[config.mk]
export PLATFORM = sky130hd
export DESIGN_NAME = alu_op_seq
export DESIGN_NICKNAME = d
export VERILOG_FILES = /design/src/rtl/alu_seq_pkg.sv /design/src/rtl/alu_flag_pack.sv /design/src/rtl/alu_op_seq.sv
export SDC_FILE = /design/constraint.sdc
export NUM_CORES = 1
export LEC_CHECK = 0
export ABC_AREA = 1
export CORE_MARGIN = 2
export CORE_UTILIZATION = 39
export DETAILED_ROUTE_END_ITERATION = 16
export GPL_TIMING_DRIVEN = 0
export PLACE_DENSITY = 0.75
export SYNTH_ARGS = -nofsm -noshare
export SYNTH_HDL_FRONTEND = slang
export SYNTH_SLANG_ARGS = --single-unit
[constraint.sdc]
create_clock -name clk -period 1.1 [get_ports clk]
set_input_delay 0.22 -clock clk [delete_from_list [all_inputs] [get_ports clk]]
set_output_delay 0.22 -clock clk [all_outputs]
set_load 0.01 [all_outputs]
[src/rtl/alu_seq_pkg.sv]
// Shared types and constants for the nibble-serial ALU sequencer.
// Holds the op and state encodings, the per-op R/S/V table and the flag bit positions.
package alu_seq_pkg;

  typedef enum logic [2:0] {
    ALU_ADD = 3'd0,
    ALU_ADC = 3'd1,
    ALU_SUB = 3'd2,
    ALU_SBC = 3'd3,
    ALU_AND = 3'd4,
    ALU_XOR = 3'd5,
    ALU_OR  = 3'd6,
    ALU_CP  = 3'd7
  } aluop_t;

  typedef enum logic [2:0] {
    ST_IDLE    = 3'd0,
    ST_LD_A    = 3'd1,
    ST_LD_B_LO = 3'd2,
    ST_HI      = 3'd3,
    ST_OUT     = 3'd4
  } state_t;

  // {R,S,V} core function select, indexed by aluop_t: 001 adder, 100 AND, 010 XOR, 110 OR
  localparam logic [2:0] RSV_TABLE [8] = '{
    3'b001, 3'b001, 3'b001, 3'b001,
    3'b100, 3'b010, 3'b110, 3'b001
  };

  localparam int FLAG_S  = 7;
  localparam int FLAG_Z  = 6;
  localparam int FLAG_Y  = 5;
  localparam int FLAG_H  = 4;
  localparam int FLAG_X  = 3;
  localparam int FLAG_PV = 2;
  localparam int FLAG_N  = 1;
  localparam int FLAG_C  = 0;

  function automatic logic is_sub_class(aluop_t op);
    return (op == ALU_SUB) || (op == ALU_SBC) || (op == ALU_CP);
  endfunction

  function automatic logic is_logic_class(aluop_t op);
    return (op == ALU_AND) || (op == ALU_XOR) || (op == ALU_OR);
  endfunction

endpackage

[src/rtl/alu_flag_pack.sv]
// Combinational assembly of the Z80 flag byte {S,Z,Y,H,X,PV,N,C}
// from the bits captured across the two nibble passes.
module alu_flag_pack
  import alu_seq_pkg::*;
(
  input  aluop_t      op_i,
  input  logic        hc_i,
  input  logic        carry_i,
  input  logic        vf_i,
  input  logic        sf_i,
  input  logic        yf_i,
  input  logic        xf_i,
  input  logic        parity_i,
  input  logic        zero_i,
  output logic [7:0]  flags_o
);

  always_comb begin
    flags_o         = 8'h00;
    flags_o[FLAG_S] = sf_i;
    flags_o[FLAG_Z] = zero_i;
    flags_o[FLAG_Y] = yf_i;
    flags_o[FLAG_X] = xf_i;
    // Subtraction runs as A + ~B + cin, so the ALU carries are inverted borrows
    if (is_sub_class(op_i)) begin
      flags_o[FLAG_H]  = ~hc_i;
      flags_o[FLAG_C]  = ~carry_i;
      flags_o[FLAG_N]  = 1'b1;
      flags_o[FLAG_PV] = vf_i;
    end else if (is_logic_class(op_i)) begin
      flags_o[FLAG_H]  = (op_i == ALU_AND);
      flags_o[FLAG_C]  = 1'b0;
      flags_o[FLAG_N]  = 1'b0;
      flags_o[FLAG_PV] = ~parity_i;
    end else begin
      flags_o[FLAG_H]  = hc_i;
      flags_o[FLAG_C]  = carry_i;
      flags_o[FLAG_N]  = 1'b0;
      flags_o[FLAG_PV] = vf_i;
    end
  end

endmodule

[src/rtl/alu_op_seq.sv]
// Sequencer driving the nibble-serial ALU through one 8-bit operation:
// load A, load B + low nibble, high nibble, then present result and flags.
module alu_op_seq
  import alu_seq_pkg::*;
#(
  parameter int         OUT_CYCLES = 1,
  parameter logic [7:0] FLAG_RST   = 8'h00
)(
  input  logic        clk,
  input  logic        nreset,
  input  logic        start,
  input  logic [2:0]  op,
  input  logic        cf_in,
  input  logic [7:0]  db,
  output logic        busy,
  output logic        done,
  output logic [1:0]  db_sel,
  output logic [7:0]  flags,
  output logic        alu_oe,
  output logic        alu_shift_oe,
  output logic        alu_res_oe,
  output logic        alu_op1_sel_bus,
  output logic        alu_op2_sel_bus,
  output logic        alu_sel_op2_neg,
  output logic        alu_sel_op2_high,
  output logic        alu_core_cf_in,
  output logic        alu_core_R,
  output logic        alu_core_S,
  output logic        alu_core_V,
  output logic        alu_op_low,
  output logic        alu_parity_in,
  input  logic        alu_core_cf_out,
  input  logic        alu_parity_out,
  input  logic        alu_zero,
  input  logic        alu_vf_out,
  input  logic        alu_sf_out,
  input  logic        alu_yf_out,
  input  logic        alu_xf_out
);

  localparam logic [1:0] OUT_LOAD = 2'(OUT_CYCLES - 1);

  state_t      state_q, state_d;
  aluop_t      op_q;
  logic        cf_q;
  logic [1:0]  cnt_q;
  logic        hc_q, p_lo_q, z_lo_q, y_cp_q, x_cp_q;
  logic [7:0]  flags_q, flags_d;
  logic        last_out, accept, low_cin, sub_op;
  logic        unused_db;

  assign unused_db = ^{db[7:6], db[4], db[2:0]};

  assign last_out = (state_q == ST_OUT) && (cnt_q == 2'd0);
  assign accept   = start && ((state_q == ST_IDLE) || last_out);
  assign sub_op   = is_sub_class(op_q);

  always_comb begin
    case (op_q)
      ALU_ADC:         low_cin = cf_q;
      ALU_SUB, ALU_CP: low_cin = 1'b1;
      ALU_SBC:         low_cin = ~cf_q;
      default:         low_cin = 1'b0;
    endcase
  end

  always_comb begin
    state_d = state_q;
    case (state_q)
      ST_IDLE:    if (accept) state_d = ST_LD_A;
      ST_LD_A:    state_d = ST_LD_B_LO;
      ST_LD_B_LO: state_d = ST_HI;
      ST_HI:      state_d = ST_OUT;
      ST_OUT:     if (cnt_q == 2'd0) state_d = accept ? ST_LD_A : ST_IDLE;
      default:    state_d = ST_IDLE;
    endcase
  end

  // Flags are packed from the live HI-cycle ALU outputs so they are registered before done
  alu_flag_pack u_flag_pack (
    .op_i     (op_q),
    .hc_i     (hc_q),
    .carry_i  (alu_core_cf_out),
    .vf_i     (alu_vf_out),
    .sf_i     (alu_sf_out),
    .yf_i     ((op_q == ALU_CP) ? y_cp_q : alu_yf_out),
    .xf_i     ((op_q == ALU_CP) ? x_cp_q : alu_xf_out),
    .parity_i (alu_parity_out),
    .zero_i   (z_lo_q & alu_zero),
    .flags_o  (flags_d)
  );

  always_ff @(posedge clk or negedge nreset) begin
    if (!nreset) begin
      state_q <= ST_IDLE;
      op_q    <= ALU_ADD;
      cf_q    <= 1'b0;
      cnt_q   <= 2'd0;
      hc_q    <= 1'b0;
      p_lo_q  <= 1'b0;
      z_lo_q  <= 1'b0;
      y_cp_q  <= 1'b0;
      x_cp_q  <= 1'b0;
      flags_q <= FLAG_RST;
    end else begin
      state_q <= state_d;
      if (accept) begin
        op_q <= aluop_t'(op);
        cf_q <= cf_in;
      end
      if (state_q == ST_HI) begin
        cnt_q   <= OUT_LOAD;
        flags_q <= flags_d;
      end else if ((state_q == ST_OUT) && (cnt_q != 2'd0)) begin
        cnt_q <= cnt_q - 2'd1;
      end
      if (state_q == ST_LD_B_LO) begin
        hc_q   <= alu_core_cf_out;
        p_lo_q <= alu_parity_out;
        z_lo_q <= alu_zero;
        y_cp_q <= db[5];
        x_cp_q <= db[3];
      end
    end
  end

  always_comb begin
    db_sel           = 2'b00;
    alu_oe           = 1'b0;
    alu_shift_oe     = 1'b0;
    alu_res_oe       = 1'b0;
    alu_op1_sel_bus  = 1'b0;
    alu_op2_sel_bus  = 1'b0;
    alu_sel_op2_neg  = 1'b0;
    alu_sel_op2_high = 1'b0;
    alu_core_cf_in   = 1'b0;
    alu_core_R       = 1'b0;
    alu_core_S       = 1'b0;
    alu_core_V       = 1'b0;
    alu_op_low       = 1'b0;
    alu_parity_in    = 1'b0;
    case (state_q)
      ST_LD_A: begin
        db_sel          = 2'b01;
        alu_shift_oe    = 1'b1;
        alu_op1_sel_bus = 1'b1;
      end
      ST_LD_B_LO: begin
        db_sel          = 2'b10;
        alu_shift_oe    = 1'b1;
        alu_op2_sel_bus = 1'b1;
        alu_op_low      = 1'b1;
        alu_sel_op2_neg = sub_op;
        alu_core_cf_in  = low_cin;
        {alu_core_R, alu_core_S, alu_core_V} = RSV_TABLE[op_q];
      end
      ST_HI: begin
        alu_sel_op2_high = 1'b1;
        alu_sel_op2_neg  = sub_op;
        alu_core_cf_in   = hc_q;
        alu_parity_in    = p_lo_q;
        {alu_core_R, alu_core_S, alu_core_V} = RSV_TABLE[op_q];
      end
      ST_OUT: begin
        alu_res_oe = 1'b1;
        alu_oe     = (op_q != ALU_CP);
      end
      default: ;
    endcase
  end

  assign busy  = (state_q != ST_IDLE);
  assign done  = last_out;
  assign flags = flags_q;

  a_oe_excl: assert property (@(posedge clk) disable iff (!nreset)
    !(alu_shift_oe && alu_res_oe));

endmodule

==> results of run 1 <==
cells in the mapped netlist:
| cell | number |
|---|---|
| nor2_2 | 2 |
| o21ai_1 | 3 |
| nand4_1 | 1 |
| nor2_1 | 17 |
| buf_4 | 2 |
| o21ai_0 | 12 |
| a21oi_1 | 2 |
| o22ai_1 | 1 |
| a21oi_2 | 1 |
| inv_1 | 20 |
| dfrtp_1 | 22 |
| nor2_8 | 1 |
| buf_6 | 2 |
| clkbuf_2 | 2 |
| nor3_1 | 1 |
| nand3_1 | 10 |
| nand2_1 | 53 |
| nand2_2 | 1 |
| ha_1 | 5 |
| nor2_4 | 1 |
| inv_2 | 2 |
registers in the layout, summed over array words and instances, names as in the netlist, 2 cells and up:
register	flops
flags	8
state_q	3
cnt_q	2
op_q	3
final cells by class:
| class | instances | area [sq um] | area share [%] |
|---|---|---|---|
| Buffer | 5 | 56.3 | 2.33 |
| Clock buffer | 3 | 22.5 | 0.932 |
| Clock inverter | 1 | 30.0 | 1.24 |
| Inverter | 22 | 105 | 4.35 |
| Multi-Input combinational cell | 112 | 835 | 34.5 |
| Sequential cell | 22 | 556 | 23.0 |
| Tap cell | 33 | 41.3 | 1.71 |
| Timing Repair Buffer | 89 | 772 | 31.9 |
metrics by stage:
step | power [uW] | hold WS [ps] | cells | setup TNS, ps
after floorplan | 3410 | -75.6 | 161 | -899
final | 8280 | 168 | 287 | -16240
after CTS | 6810 | 198 | 278 | -12910
after detailed placement | 4690 | 468 | 234 | -20020
after global placement | 4560 | 454 | 234 | -18570
after global routing | 8650 | 226 | 287 | -17760
layer usage:
metal	global-route usage (%)	vias up	routed length (microns)
met1	28.5	733	1990
met2	48.4	74	2750
met5	0	-	0
met3	4.55	22	267
met4	13.7	0	238
li1	-	683	-
worst max-delay path, delay by kind of cell (launching register included):
kind / cells / cell delay (ps)
buffers and inverters: 6 / 540
flip-flops: 1 / 390
AND/OR/NAND/NOR: 2 / 220
AO/OA/AOI/OAI: 1 / 50
logic make-up (layout without fill, tap and decap cells):
logic type | after synthesis | count (layout)
AO/OA/AOI/OAI | 19 | 19
adder cells (fa/ha/maj) | 5 | 5
AND/OR/NAND/NOR | 87 | 88
flip-flops | 22 | 22
buffers and inverters | 28 | 120
power groups by stage:
stage | Clock, uW | Combinational, uW | Sequential, uW
after detailed placement | 0 | 3170 | 1520
after global placement | 0 | 3060 | 1500
after floorplan | 0 | 1870 | 1540
after CTS | 640 | 4680 | 1490
final | 655 | 6010 | 1610
after global routing | 696 | 6320 | 1630
path summary, 6_finish.rpt:
check | startpoint | endpoint | cells past startpoint
max | state_q[1] | alu_shift_oe | 9
min | nreset | cnt_q[0] | 1
max reg2reg | state_q[1] | flags[0] | 12
min reg2reg | flags[3] | flags[3] | 2
max in group asynchronous | nreset | state_q[2] | 1
min in group clk | op[0] | op_q[0] | 3
what timing repair did:
item	4_1_cts	5_1_grt
hold buffers	0	0
endpoints found under the setup margin	69	47
endpoints found under the hold margin	0	0
gates resized for setup	170	57
setup buffers	38	20
pin swaps	18	14
cloned	2	0
==> impl_metrics.env, run 1 <==
export IMPL_outcome="complete, but fails checks"
export IMPL_violations="negative setup slack"
export IMPL_cts_root_buf="clkbuf_4"
export IMPL_synth_simple_area_share_pct=30.7
export IMPL_ys_seq_area_share_pct=45.2
export IMPL_synthMuxAreaShare_pct=0
export IMPL_crit_type="reg2out"
export IMPL_clkPwrFrac_pct=7.9
export IMPL_num_fill_cells=172
export IMPL_synth_top_area_share_pct=45.2
export IMPL_grt_first_pass_wirelength_mm=6.97
export IMPL_synthXorXnorAreaFrac_pct=0
export IMPL_track_usage_pct=26.4
export IMPL_path_clk_slew_ps=150
export IMPL_power_density_mw_per_mm2=3420
export IMPL_drcViolationCount=0
export IMPL_ys_ff_latch=22
export IMPL_final_cell_mix="31 x buf_6, 31 x nand2_1, 31 x buf_4"
export IMPL_fin_crit_ps=1750
export IMPL_rsz0062_at_grt="yes"
export IMPL_area_growth_pct=98.6
export IMPL_antenna_found_initial=0
export IMPL_slew_headroom_pct=30.7
export IMPL_dr_first_iter_drc_count=82
export IMPL_synth_top_cell_by_area="dfrtp_1"
export IMPL_p_leak_uw=0.00123
export IMPL_drv_cap=0
export IMPL_die_h_microns=59.9
export IMPL_p_seq_share_pct=19.5
export IMPL_cts_tree="yes"
export IMPL_critPathMostFrequentCell="inv_4"
export IMPL_antenna_cells=0
export IMPL_final_cell_area_sq_mm=0.00242
export IMPL_synthCells=161
export IMPL_start_kind="register"
export IMPL_dp_hpwl_mm=2.10
export IMPL_cts_max_level=1
export IMPL_synth_adder_area_share_pct=5.14
export IMPL_cp_arrival_ps=1530
export IMPL_avgSynthCellArea_sq_um=7.56
export IMPL_syn_nets=188
export IMPL_start_util_pct=40.5
export IMPL_grt_remaining_overflow=0
export IMPL_period_share_pct=159
export IMPL_die_w_microns=59.9
export IMPL_drv_slew=0
export IMPL_ant_nets=0
export IMPL_irDropWorstVdd_mv=1.75
export IMPL_core_area_sq_mm=0.00300
export IMPL_setup_viol=41
export IMPL_drive_gt1_share_pct=61.4
export IMPL_wire_per_inst_microns=18.3
export IMPL_fin_ws_ps=-651
export IMPL_final_util_pct=80.5
export IMPL_fmax_ghz=0.571
export IMPL_clockBufferDepth=2
export IMPL_viasPerCell=5.27
export IMPL_combPwrFrac_pct=72.6
export IMPL_synth_top_family_by_area="simple AND/OR/NAND/NOR gates"
export IMPL_synth_top_cells_by_area="dfrtp_1 45%, nand2_1 16%, inv_1 6.2%"
export IMPL_rrSetupSlack_ps=-420
export IMPL_placementRows=20
export IMPL_cp_slowest_cell="dfrtp_1"
export IMPL_p_sw_uw=3750
export IMPL_worst_slew_pin_slew_ps=1040
export IMPL_crit_chain="buf_8 > inv_4 > nor2_4 > inv_4 > nor2_8 > buf_6 > inv_6 > o21ai_2 > buf_2"
export IMPL_synth_cell_types=21
export IMPL_place_ws_ps=-668
export IMPL_io_pins=47
export IMPL_p_int_uw=4530
export IMPL_nNetsFinal=282
export IMPL_netlist_area_sq_mm=0.00122
export IMPL_end_kind="output port"
export IMPL_first_pass_iters=4
export IMPL_dieArea_sq_mm=0.00358
export IMPL_cts_buffers=3
export IMPL_cts_sinks=22
export IMPL_grt_pass1_vias=1492
export IMPL_sw_frac_of_total_pct=45.3
export IMPL_fin_skew_ps=12.8
export IMPL_synth_compound_area_share_pct=8.22
export IMPL_wirelength_mm=5.25
export IMPL_required_ps=880
export IMPL_grt_max_degree=23
export IMPL_place_gp_congestion=0.738
export IMPL_hold_path_class="in2async"
export IMPL_port_buffers=40
export IMPL_hold_viol_final=0
export IMPL_max_stage_delay_ps=390
export IMPL_path_max_fanout=4
export IMPL_insertion_delay_ps=330
export IMPL_ys_warn_count=0
export IMPL_placed_cell_area_sq_mm=0.00171
export IMPL_vias=1512
(Power assumes the default switching activity.)
==> run 2: changes to the inputs <==
--- a/config.mk
+++ b/config.mk
@@ -6,11 +6,13 @@
 export NUM_CORES = 1
 export LEC_CHECK = 0
 export ABC_AREA = 1
+export CORE_ASPECT_RATIO = 0.75
 export CORE_MARGIN = 2
-export CORE_UTILIZATION = 39
+export CORE_UTILIZATION = 55
 export DETAILED_ROUTE_END_ITERATION = 16
+export DONT_BUFFER_PORTS = 1
 export GPL_TIMING_DRIVEN = 0
-export PLACE_DENSITY = 0.75
+export PLACE_DENSITY = 0.73
 export SYNTH_ARGS = -nofsm -noshare
 export SYNTH_HDL_FRONTEND = slang
 export SYNTH_SLANG_ARGS = --single-unit
==> run 2 against run 1 <==
The flow still finishes with violations (negative setup slack). Global-route usage rose by 2.7 points. Combinational power fell by 22%. Power fell by 16%. Hold slack got worse by 160 ps. Clock skew fell by 11 ps. Via count fell by 11%. Clock power fell by 1%. First-iteration DRC count rose by 22%. Critical path type unchanged.
==> impl_metrics.env, run 2 (synthesis gave the netlist of run 1 again) <==
export IMPL_r2r_end="cf_q"
export IMPL_place_ws_ps=-242
export IMPL_clkPwrFrac_pct=9.3
export IMPL_num_fill_cells=87
export IMPL_hold_path_class="in2reg"
export IMPL_p_sw_uw=3420
export IMPL_cts_sinks=22
export IMPL_place_gp_congestion=0.792
export IMPL_io_pins=47
export IMPL_drv_cap=0
export IMPL_timing_rr_start="state_q[1]"
export IMPL_required_ps=880
export IMPL_wire_per_inst_microns=20.2
export IMPL_cts_buffers=3
export IMPL_p_int_uw=3530
export IMPL_fin_crit_ps=1630
export IMPL_combPwrFrac_pct=67.1
export IMPL_p_leak_uw=0.000917
export IMPL_startpoint="state_q[1]"
export IMPL_grt_busiest_layer="met2"
export IMPL_viasPerCell=6.09
export IMPL_path_max_fanout=6
export IMPL_slew_headroom_pct=32.6
export IMPL_insertion_delay_ps=330
export IMPL_placementRows=14
export IMPL_fmax_ghz=0.613
export IMPL_die_w_microns=58.3
export IMPL_path_clk_slew_ps=130
export IMPL_sw_frac_of_total_pct=49.3
export IMPL_final_common_cell="nand2_1"
export IMPL_rrSetupSlack_ps=-340
export IMPL_track_usage_pct=29.1
export IMPL_seq_area_sq_um=554
export IMPL_setup_viol=39
export IMPL_outcome="complete, but fails checks"
export IMPL_gr_usage_met3_pct=8.02
export IMPL_crit_type="reg2out"
export IMPL_drcViolationCount=0
export IMPL_start_kind="register"
export IMPL_end_kind="output port"
export IMPL_cp_arrival_ps=1410
export IMPL_ant_nets=0
export IMPL_area_growth_pct=53.6
export IMPL_grt_first_pass_wirelength_mm=5.50
export IMPL_antenna_cells=0
export IMPL_rsz0062_at_grt="yes"
export IMPL_core_area_sq_mm=0.00205
export IMPL_nNetsFinal=226
export IMPL_irDropWorstVdd_mv=3.45
export IMPL_fin_ws_ps=-532
export IMPL_violations="negative setup slack"
export IMPL_dieArea_sq_mm=0.00261
export IMPL_power_density_mw_per_mm2=3720
export IMPL_vias=1351
export IMPL_grt_use_met2_pct=48.5
export IMPL_clockBufferDepth=2
export IMPL_drv_slew=0
export IMPL_hold_viol_final=0
export IMPL_port_buffers=0
export IMPL_grt_pass1_vias=1151
export IMPL_grt_met1_usage_pct=36.4
export IMPL_drive_gt1_share_pct=48.5
export IMPL_grt_max_degree=23
export IMPL_dp_hpwl_mm=1.90
export IMPL_p_seq_share_pct=23.6
export IMPL_wirelength_mm=4.49
export IMPL_largest_reg_flops=8
export IMPL_die_h_microns=44.7
export IMPL_grt_remaining_overflow=0
export IMPL_r2r_cells=8
export IMPL_hold_ws_ps=3.06
export IMPL_first_pass_iters=5
export IMPL_multi_input_area_sq_um=802
export IMPL_cts_max_level=1
export IMPL_dr_first_iter_drc_count=100
export IMPL_antenna_found_initial=0
export IMPL_cts_tree="yes"
export IMPL_final_cell_mix="39 x nand2_1, 24 x buf_4, 19 x dfrtp_1"
export IMPL_crit_end="alu_core_cf_in"
export IMPL_worst_slew_pin_slew_ps=1010
export IMPL_period_share_pct=148
export IMPL_fin_skew_ps=1.54
export IMPL_start_util_pct=59.4
export IMPL_cts_root_buf="clkbuf_4"
[run 2: changes by cell type in the layout (fill, tap and decap cells not counted), sizes merged]
cell and delta:
dlygate4sd2 -1, dlygate4sd3 +2, dlymetal6s4s +1, nor2 +1, clkdlybuf4s50 -14, buf -45
[run 2: metal layers]
layer / routed length (microns) / up-vias
met1: 1770 / 666
li1: - / 571
met2: 2090 / 92
met3: 418 / 22
met4: 218 / 0
met5: 0 / -
[run 2: power groups by stage]
| stage | Sequential, uW | Combinational (uW) | Clock, uW |
|---|---|---|---|
| 6_report | 1640 | 4660 | 647 |
| 5_1_grt | 1680 | 4910 | 682 |
| 4_1_cts | 1580 | 3430 | 625 |
| 3_5_place_dp | 1600 | 2250 | 0 |
| 3_3_place_gp | 1590 | 2150 | 0 |
| 2_1_floorplan | 1540 | 1870 | 0 |
[run 2: through the flow]
step	utilization, %	cell area [sq um]	setup TNS (ps)	power [uW]	instances
floorplan	-	1260	-899	3410	161
global placement	63.1	1290	-3040	3740	185
detailed placement	63.1	1290	-4300	3860	185
CTS	81.1	1660	-11300	5630	213
global route	91.3	1870	-14930	7270	222
finish	91.3	1870	-13100	6950	222
[run 2: worst min-delay path by stage]
stage	from	cells after the start	endpoint	slack, ps
2_1_floorplan	nreset	0	cf_q	-80
3_3_place_gp	nreset	0	flags[2]	-80
3_5_place_dp	nreset	0	flags[2]	-80
4_1_cts	alu_zero	2	z_lo_q	10
5_1_grt	alu_sf_out	2	flags[7]	-2
6_report	alu_zero	2	z_lo_q	3
[run 2: worst max-delay path, cell delays in order, from the launching register on]
cell and delay (ps):
dfrtp_1 390, buf_8 140, nand2_2 70, nor2_4 160, buf_6 150, nand2_1 70, nand2_2 110
[run 2: cell type report]
type	count	area share (%)
clock inverters	1	1.61
flip-flops and latches	22	29.6
repair buffers	31	14.6
well taps	24	1.61
inverters	22	5.35
clock buffers	3	1.20
plain buffers	6	3.08
multi-input cells	113	42.9
[run 2: repair_timing]
| item | in CTS | in global routing |
|---|---|---|
| endpoints found under the setup margin | 37 | 61 |
| buffers inserted | 17 | 9 |
| hold buffers | 3 | 0 |
| gates cloned | 4 | 0 |
| endpoints found under the hold margin | 24 | 0 |
| pin swaps | 11 | 9 |
| resized for setup | 42 | 35 |
==> run 3: changes to the inputs <==
--- a/config.mk
+++ b/config.mk
@@ -11,7 +11,6 @@
 export CORE_UTILIZATION = 55
 export DETAILED_ROUTE_END_ITERATION = 16
 export DONT_BUFFER_PORTS = 1
-export GPL_TIMING_DRIVEN = 0
 export PLACE_DENSITY = 0.73
 export SYNTH_ARGS = -nofsm -noshare
 export SYNTH_HDL_FRONTEND = slang
==> constraint.sdc (replaced) <==
create_clock -name clk -period 1.1 [get_ports clk]
set_input_delay 0.275 -clock clk [delete_from_list [all_inputs] [get_ports clk]]
set_output_delay 0.275 -clock clk [all_outputs]
set_load 0.01 [all_outputs]
==> run 3 against run 2 <==
The run still ends with negative setup slack left. Clock power down 1%. Cell area increased by 3.3%. Hold slack better by 68 ps. Setup slack lost 56 ps. Wire length up 13%. Clock skew is 6.6 ps higher. Die area unchanged. Clock-buffer cell count is the same. Final cell count fell by 1.4%. Combinational power grew 3%. Largest power group unchanged. Highest routed layer unchanged.
==> impl_metrics.env, run 3 (synthesis gave the netlist of run 1 again) <==
export IMPL_outcome="complete, but fails checks"
export IMPL_violations="negative setup slack"
export IMPL_place_ws_ps=-193
export IMPL_fin_ws_ps=-588
export IMPL_final_cell_mix="36 x nand2_1, 20 x buf_4, 16 x dfrtp_1"
export IMPL_final_cell_area_sq_mm=0.00193
export IMPL_crit_end="alu_core_S"
export IMPL_path_max_fanout=4
export IMPL_die_h_microns=44.7
export IMPL_port_buffers=0
export IMPL_dr_first_iter_drc_count=149
export IMPL_r2r_cells=8
export IMPL_placed_cell_area_sq_mm=0.00142
export IMPL_antenna_cells=0
export IMPL_io_pins=47
export IMPL_rrSetupSlack_ps=-360
export IMPL_viasPerCell=6.34
export IMPL_insertion_delay_ps=320
export IMPL_end_kind="output port"
export IMPL_drcViolationCount=0
export IMPL_place_gp_congestion=0.794
export IMPL_crit_chain="inv_4 > ha_1 > nand2_1 > nor2_2"
export IMPL_hold_path_class="in2reg"
export IMPL_seq_area_sq_um=558
export IMPL_power_density_mw_per_mm2=3750
export IMPL_fin_skew_ps=8.15
export IMPL_p_leak_uw=0.000938
export IMPL_fin_crit_ps=1690
export IMPL_multi_input_area_sq_um=855
export IMPL_placementRows=14
export IMPL_drv_slew=0
export IMPL_slew_headroom_pct=33.2
export IMPL_max_stage_delay_ps=510
export IMPL_power_uw=7260
export IMPL_irDropWorstVdd_mv=3.36
export IMPL_cp_slowest_cell="dfrtp_2"
export IMPL_first_pass_iters=5
export IMPL_rsz0062_at_grt="yes"
export IMPL_grt_pass1_vias=1240
export IMPL_worst_slew_pin_slew_ps=1000
export IMPL_clockBufferDepth=2
export IMPL_drive_gt1_share_pct=53.3
export IMPL_r2r_end="op_q[2]"
export IMPL_core_area_sq_mm=0.00205
export IMPL_grt_max_degree=23
export IMPL_hold_viol_final=0
export IMPL_cts_tree="yes"
export IMPL_period_share_pct=153
export IMPL_startpoint="op_q[0]"
export IMPL_die_w_microns=58.3
export IMPL_cts_max_level=1
export IMPL_grt_first_pass_wirelength_mm=6.01
export IMPL_dp_hpwl_mm=2.07
export IMPL_final_common_cell="nand2_1"
export IMPL_antenna_found_initial=0
export IMPL_cp_arrival_ps=1410
export IMPL_cts_root_buf="clkbuf_4"
export IMPL_nNetsFinal=223
export IMPL_required_ps=820
export IMPL_num_fill_cells=53
export IMPL_track_usage_pct=32.1
export IMPL_fmax_ghz=0.592
export IMPL_setup_viol=39
export IMPL_start_util_pct=59.4
export IMPL_drv_cap=0
export IMPL_timing_rr_start="state_q[1]"
export IMPL_wirelength_mm=5.09
export IMPL_cts_buffers=3
export IMPL_area_growth_pct=58.8
export IMPL_ant_nets=0
export IMPL_dieArea_sq_mm=0.00261
export IMPL_start_kind="register"
export IMPL_cts_sinks=22
export IMPL_grt_remaining_overflow=0
export IMPL_largest_reg_flops=8
export IMPL_crit_type="reg2out"
export IMPL_wire_per_inst_microns=23.2
export IMPL_vias=1388
export IMPL_path_clk_slew_ps=140
==> run 3: metrics by stage <==
step	hold slack [ps]	instances	setup TNS, ps	util [%]
2_1_floorplan	-20.6	161	-1610	-
3_3_place_gp	-20.2	201	-2130	69.0
3_5_place_dp	-20.2	201	-3110	69.0
4_1_cts	49.2	217	-12810	87.4
5_1_grt	67.6	219	-14760	94.3
6_report	70.9	219	-13170	94.3
==> run 3: worst max-delay path, delay by kind of cell, from the launching register on <==
kind,cells,cell delay [ps]
buffers and inverters,1,70
flip-flops,1,510
AND/OR/NAND/NOR,2,240
adder cells (fa/ha/maj),1,290
==> run 3: power by group <==
part           internal, uW  switching [uW]  total [uW]
Clock                   368             270         638
Sequential             1230             568        1790
Combinational          2000            2820        4820
==> run 3: repair_timing <==
item / 4_1_cts / 5_1_grt
setup buffers: 10 / 7
hold buffers: 1 / 0
pin swaps: 23 / 13
setup endpoints to repair: 36 / 61
endpoints found under the hold margin: 22 / 0
cloned: 1 / 0
resized for setup: 65 / 40
==> run 3: metal layers <==
metal  vias up  share of wire [%]  routed length [microns]  global-route usage, %
met3        40                 11                      567                   8.88
li1        568                  -                        -                      -
met4         0                6.5                      333                   11.2
met1       640                 35                     1780                   40.5
met2       140                 47                     2410                   53.7
met5         -                  0                        0                      0
==> run 3: worst min path at each step <==
stage / startpoint / end / slack [ps] / cells after the start
2_1_floorplan: nreset / cf_q / -20 / 0
3_3_place_gp: nreset / flags[2] / -20 / 0
3_5_place_dp: nreset / p_lo_q / -20 / 0
4_1_cts: alu_sf_out / flags[7] / 50 / 2
5_1_grt: alu_sf_out / flags[7] / 70 / 2
6_report: alu_sf_out / flags[7] / 70 / 2
==> run 3: final cells by class <==
type                    count  area share, %
inverters                  22           5.44
clock inverters             1           1.55
multi-input cells         112           44.2
well taps                  24           1.55
repair buffers             35           17.2
clock buffers               3           1.17
flip-flops and latches     22           28.9
